===== src/rtl/spmm_seq_ctrl.sv =====
// SpMM tile sequencer: owns the rhs/lhs/out handshakes, issues NCOL rhs columns into the
// fixed-latency PE, tracks in-flight results and drives the output accumulator controls.
module spmm_seq_ctrl #(
  parameter int N    = 16,
  parameter int LAT  = $clog2(N) + 1,
  parameter int NCOL = 4
) (
  input  logic                    clock,
  input  logic                    reset,
  input  logic                    rhs_start,
  output logic                    rhs_ready,
  output logic                    rhs_load,
  input  logic                    lhs_start,
  input  logic                    lhs_ws,
  input  logic                    lhs_os,
  output logic                    lhs_ready,
  output logic                    lhs_load,
  output logic                    issue_valid,
  output logic [$clog2(NCOL)-1:0] issue_sel,
  output logic                    res_valid,
  output logic [$clog2(NCOL)-1:0] res_sel,
  output logic                    res_add,
  output logic                    out_ready,
  input  logic                    out_start,
  output logic                    busy,
  output logic [15:0]             op_cnt
);

  localparam int SELW = $clog2(NCOL);
  localparam logic [SELW-1:0] LAST_COL = SELW'(NCOL - 1);

  localparam logic [2:0] S_EMPTY  = 3'd0;
  localparam logic [2:0] S_LOADED = 3'd1;
  localparam logic [2:0] S_ISSUE  = 3'd2;
  localparam logic [2:0] S_DRAIN  = 3'd3;
  localparam logic [2:0] S_HOLD   = 3'd4;

  logic [2:0]      state;
  logic [2:0]      state_nxt;
  logic [SELW-1:0] col_cnt;
  logic            ws_q;
  logic            os_q;
  logic [LAT-1:0]  vld_p;
  logic [SELW-1:0] sel_p [LAT];
  logic            pipe_busy;
  logic            op_done;

  // Handshake decode: readies come straight from registered state, loads are start AND ready.
  assign rhs_ready   = (state == S_EMPTY);
  assign lhs_ready   = (state == S_LOADED);
  assign out_ready   = (state == S_HOLD);
  assign issue_valid = (state == S_ISSUE);
  assign busy        = (state == S_ISSUE) || (state == S_DRAIN);
  assign rhs_load    = rhs_start && rhs_ready;
  assign lhs_load    = lhs_start && lhs_ready;
  assign issue_sel   = issue_valid ? col_cnt : '0;

  assign pipe_busy = |vld_p;
  assign op_done   = (state == S_DRAIN) && !pipe_busy;

  assign res_valid = vld_p[LAT-1];
  assign res_sel   = sel_p[LAT-1];
  assign res_add   = res_valid && os_q;

  always_comb begin
    state_nxt = state;
    case (state)
      S_EMPTY:  if (rhs_load) state_nxt = S_LOADED;
      S_LOADED: if (lhs_load) state_nxt = S_ISSUE;
      S_ISSUE:  if (col_cnt == LAST_COL) state_nxt = S_DRAIN;
      S_DRAIN:  if (!pipe_busy) state_nxt = S_HOLD;
      S_HOLD:   if (out_start) state_nxt = ws_q ? S_LOADED : S_EMPTY;
      default:  state_nxt = S_EMPTY;
    endcase
  end

  always_ff @(posedge clock or posedge reset) begin
    if (reset) begin
      state   <= S_EMPTY;
      col_cnt <= '0;
      ws_q    <= 1'b0;
      os_q    <= 1'b0;
      op_cnt  <= '0;
    end else begin
      state <= state_nxt;
      if (lhs_load) begin
        col_cnt <= '0;
        ws_q    <= lhs_ws;
        os_q    <= lhs_os;
      end else if (issue_valid) begin
        col_cnt <= col_cnt + 1'b1;
      end
      if (op_done) op_cnt <= op_cnt + 16'd1;
    end
  end

  // Result-tracking pipe: stage LAT-1 lines up with the PE output of the matching issue.
  always_ff @(posedge clock or posedge reset) begin
    if (reset) begin
      vld_p <= '0;
      for (int i = 0; i < LAT; i++) sel_p[i] <= '0;
    end else begin
      vld_p    <= {vld_p[LAT-2:0], issue_valid};
      sel_p[0] <= issue_sel;
      for (int i = 1; i < LAT; i++) sel_p[i] <= sel_p[i-1];
    end
  end

endmodule


===== config.mk =====
export PLATFORM = sky130hd
export DESIGN_NAME = spmm_seq_ctrl
export DESIGN_NICKNAME = d
export VERILOG_FILES = /design/src/rtl/spmm_seq_ctrl.sv
export SDC_FILE = /design/constraint.sdc
export NUM_CORES = 1
export LEC_CHECK = 0
export BUFFER_PORTS_ARGS = -buffer_cell sky130_fd_sc_hd__buf_2
export CORE_AREA = 2 2 70 85
export CTS_CLUSTER_SIZE = 30
export DETAILED_ROUTE_END_ITERATION = 10
export DIE_AREA = 0 0 72 87
export PLACE_DENSITY_LB_ADDON = 0.2
export SYNTH_ARGS = -nofsm -noshare
export SYNTH_HDL_FRONTEND = slang
export SYNTH_SLANG_ARGS = --single-unit

===== constraint.sdc =====
create_clock -name clock -period 2.5 [get_ports clock]
set_input_delay 0.25 -clock clock [delete_from_list [all_inputs] [get_ports clock]]
set_output_delay 0.25 -clock clock [all_outputs]
set_load 0.01 [all_outputs]

# [Yosys cells after proc, flatten, opt, wreduce, memory -nomap -nowiden]
# Index checks and enable logic that the tools add are counted.
[classes] add_sub_neg=2 n_eq_ne=10 muxes=10 n_reduce_logical=10
[ops] op="16-bit by 1-bit adder with 16-bit output (second input constant)" n=1
[ops] op="3-bit two-way mux" n=5
[ops] op="3-bit one-hot mux with 5 select lines" n=1
[ops] op="2-bit by 1-bit != test with 1-bit output (second input constant)" n=4
[ops] op="3-bit by 2-bit == test with 1-bit output (second input constant)" n=2
[ops] op="2-bit two-way mux" n=3
[ops] op="5-bit AND reduction" n=1
[ops] op="5-bit OR reduction" n=1
[ops] op="1-bit logical AND" n=4
[ops] op="3-bit by 1-bit == test with 1-bit output (second input constant)" n=1
[ops] op="3-bit == test (second input constant)" n=1
[ops] op="3-bit zero test" n=1
[ops] op="2-bit by 1-bit adder with 2-bit output (second input constant)" n=1
[ops] op="2-bit == test (second input constant)" n=1
[ops] op="2-bit != test (second input constant)" n=1
[ops] op="2-bit nonzero test" n=1
[ops] op="1-bit zero test" n=1
[ops] op="1-bit logical OR" n=1
[ops] op="1-bit two-way mux" n=1
[word_totals] register_bits=38 output_inout_bits=29 word_cells=43

# [Depth between registers and ports, before layout]
[depth] word_depth=4 mapped_depth=6

# [Worst setup path after synthesis]
# Ideal clock, no wire load.
[synth_path] kind="flip-flop to flip-flop" startpoint="register state[2]" endpoint="register op_cnt[15]" setup_time_ps=79 arrival_ps=1825 required_ps=2421 slack_ps=596 path_stages_with_launch=6 n_path_buf=1 cell_sequence="dfrtp_1 > buf_6 > or4b_4 > nor4_4 > nor3b_2 > xor2_1"
[synth_between] elab_chain_len=2
[synth_lines] item="start: declaration" line_no="38" source="logic [2:0] state;"
[synth_lines] item="start signal: assignment" line_no="85" source="state <= state_nxt;"
[synth_lines] item="3-bit by 2-bit == test with 1-bit output" line_no="59" source="assign op_done = (state == S_DRAIN) && !pipe_busy;"
[synth_lines] item="1-bit logical AND" line_no="59"
[synth_lines] item="end signal: assignment" line_no="93" source="if (op_done) op_cnt <= op_cnt + 16'd1;"
[synth_lines] item="end: declaration" line_no="26" source="output logic [15:0] op_cnt"
# Every way passes these cells.
# A chain may end at the register's enable or synchronous reset.

# [Final worst setup path]
# Same ends and word-level chain as after synthesis.

==> metrics.md <==
| Metric | Value |
|---|---|
| Status | `finished clean` |
| Synth cell count leaders | `dfrtp_1, xnor2_1, nand4_1, nand2_1` |
| Yosys warning count | `0` |
| Pin count of the biggest net entering global routing | `39` |
| Post-CTS Repair Setup Buffers | `0` |
| Area Growth Syn to Fin | `22.9%` |
| Clk slew on worst S/H paths | `0.07 ns` |
| Root buf cell | `clkbuf_8` |
| Placeable core area | `5520 µm²` |
| Final min period | `2.04 ns` |
| Netlist Area Pre-Place | `1570 µm²` |
| CP max FO | `10` |
| Most common cell in the netlist | `dfrtp_1` |
| Worst Max-Slew Pin Slew | `0.479 ns` |
| CTS Buffer Depth | `2` |
| EDFF count, synth | `0` |
| # nets final | `169` |
| CTS H-tree depth | `2` |
| Die H | `87 µm` |
| Final core occ | `35.0%` |
| Post-synth top area share | `60.5%` |
| Initial antenna violation count | `0` |
| Antenna viol nets, final | `0` |
| CP required | `2.71 ns` |
| VDD IR-drop max | `0.483 mV` |
| Clk_lat worst skew | `0.28 ns` |
| Max-slew headroom | `68.1%` |
| Pleak | `0.981 nW` |
| Tot GR Track Use | `10.6%` |
| Vias in the first global route | `1076` |
| Chip Width | `72 µm` |
| Filler cells | `554` |
| Synthesized instance count | `124` |
| DR vias | `1053` |
| DR WL/cell | `13.2 µm` |
| Share of layout cells above drive strength 1 | `32.3%` |
| Die Area | `6260 µm²` |
| Clock sink total | `38` |
| Final Skew | `0.00352 ns` |
| Via density | `4.68` |
| Worst hold path type | `input pin to async pin` |
| Row count | `30` |
| Post-CTS Hold Buffers | `0` |
| Grt ovf | `0` |
| Max cap viols | `0` |
| Synth unique cells | `33` |
| Fmax | `489 MHz` |
| Final Hold Fails | `0` |
| Sum of negative setup slack | `0 ns` |
| Setup-failing EPs final | `0` |
| CTS tree | `yes` |
| Initial Util | `28.5%` |
| Post-Route WL | `2980 µm` |
| Ports | `36` |
| Arrival @ worst endpoint | `2.25 ns` |
| Largest cells by area after synthesis | `dfrtp_1, xnor2_1, nand4_1, mux2_2, and2_1` |
| Synthesized flop and latch total | `38` |
| Residual DRC | `0` |
| CP endpoint kind | `flop` |
| First-pass GRT wire length | `5110 µm` |
| DRT Pass-1 Iters | `4` |
| Ant. Diodes | `0` |
| Port Buffers | `35` |
| Syn Nets | `133` |
| Tcrit/Tclk final | `81.8%` |
| Fin Hold WS | `0.0603 ns` |
| RSZ-0062 raised after global routing | `false` |
| Seq/Total Area, Yosys | `60.5%` |
| Cts bufs inserted | `5` |
| Post_cts resized | `0` |
| GP Congestion | `0.744` |
| Crit Path Category | `flop to flop` |
| Most used DFF post-synth | `dfrtp_1` |
| Setup crit start kind | `flop` |
| Slew Viols, Final | `0` |
| Asr flop ratio synth | `100%` |
| Dpl hpwl | `2090 µm` |
| PwrDens | `1080 nW/µm²` |
| Syn avg cell area | `12.7 µm²` |
| DRT iter0 DRCs | `46` |
| Biggest area consumer among synthesized cells | `dfrtp_1` |
-- power breakdown --
group	switching (mW)	internal [mW]
sequential	0.156	0.763
combinational	0.264	0.256
clock	0.214	0.426
-- state kept, by name, indices dropped and copies added, names as in the netlist --
| name | cells |
|---|---|
| os_q | 1 |
| vld_p | 5 |
| sel_p | 8 |
| col_cnt | 2 |
| op_cnt | 16 |
| state | 3 |
| res_sel | 2 |
| ws_q | 1 |
-- final timing paths --
kind,start,to,slack [ns],cells after the start
max reg2reg,state[2],op_cnt[15],0.46,4
min,reset,res_sel[1],0.06,3
max in group asynchronous,reset,op_cnt[5],2.10,3
min in group clock,lhs_ws,ws_q,0.19,2
max,state[2],op_cnt[15],0.46,4
min reg2reg,sel_p[4],sel_p[2],0.35,0
-- layer usage --
| metal | part of all wire [%] | track usage, % | up-vias | wire length, µm |
|---|---|---|---|---|
| met3 | 7.1 | 4.28 | 5 | 212 |
| met4 | 1.0 | 4.12 | 0 | 30 |
| met1 | 45 | 12.9 | 518 | 1330 |
| li1 | - | - | 493 | - |
| met5 | 0 | 0 | - | 0 |
| met2 | 47 | 16.8 | 37 | 1410 |
-- cell usage in the layout, fill, tap and decap left out, drive strengths merged, types with 3 or more instances in the layout --
master / Yosys / routed
and2: 5 / 5
buf: 5 / 36
clkbuf: 2 / 6
dfrtp: 38 / 38
inv: 3 / 3
mux2: 4 / 4
nand2: 7 / 7
nand3: 4 / 4
nand4: 9 / 9
nor2: 5 / 5
nor3: 4 / 4
nor3b: 3 / 3
xnor2: 14 / 14
-- critical path: stages (launching register included) --
cell and delay, ns:
dfrtp_1 0.48, or4b_4 0.61, nor4_4 0.45, nor3b_2 0.25, xor2_1 0.16
-- logic make-up after synthesis --
kind of cell | count (synthesis) | share of synthesized area, %
and+or+nand+nor | 48 | 19.3
AOI/OAI and AO/OA | 4 | 1.83
DFF | 38 | 60.5
xor gates and xnor gates | 16 | 8.92
muxes | 6 | 4.14
buffers and inverters | 10 | 3.66
adders and majority gates | 2 | 1.59
-- cell type report --
type	count	area, µm²	share of cell area [%]
Multi-Input combinational cell	76	563	29.2
Tap cell	64	80.1	4.15
Clock inverter	2	60.1	3.11
Timing Repair Buffer	36	183	9.46
Inverter	3	11.3	0.583
Sequential cell	38	951	49.3
Clock buffer	6	82.6	4.28
-- stage by stage --
step,power (mW),setup slack [ns],instances,cell area (µm²)
floorplan,1.31,0.596,124,1570
global placement,1.44,0.517,217,1790
detailed placement,1.46,0.476,217,1790
CTS,2.12,0.424,225,1930
global route,2.22,0.306,225,1930
finish,2.08,0.456,225,1930
Power figures use the tool's default switching activity.
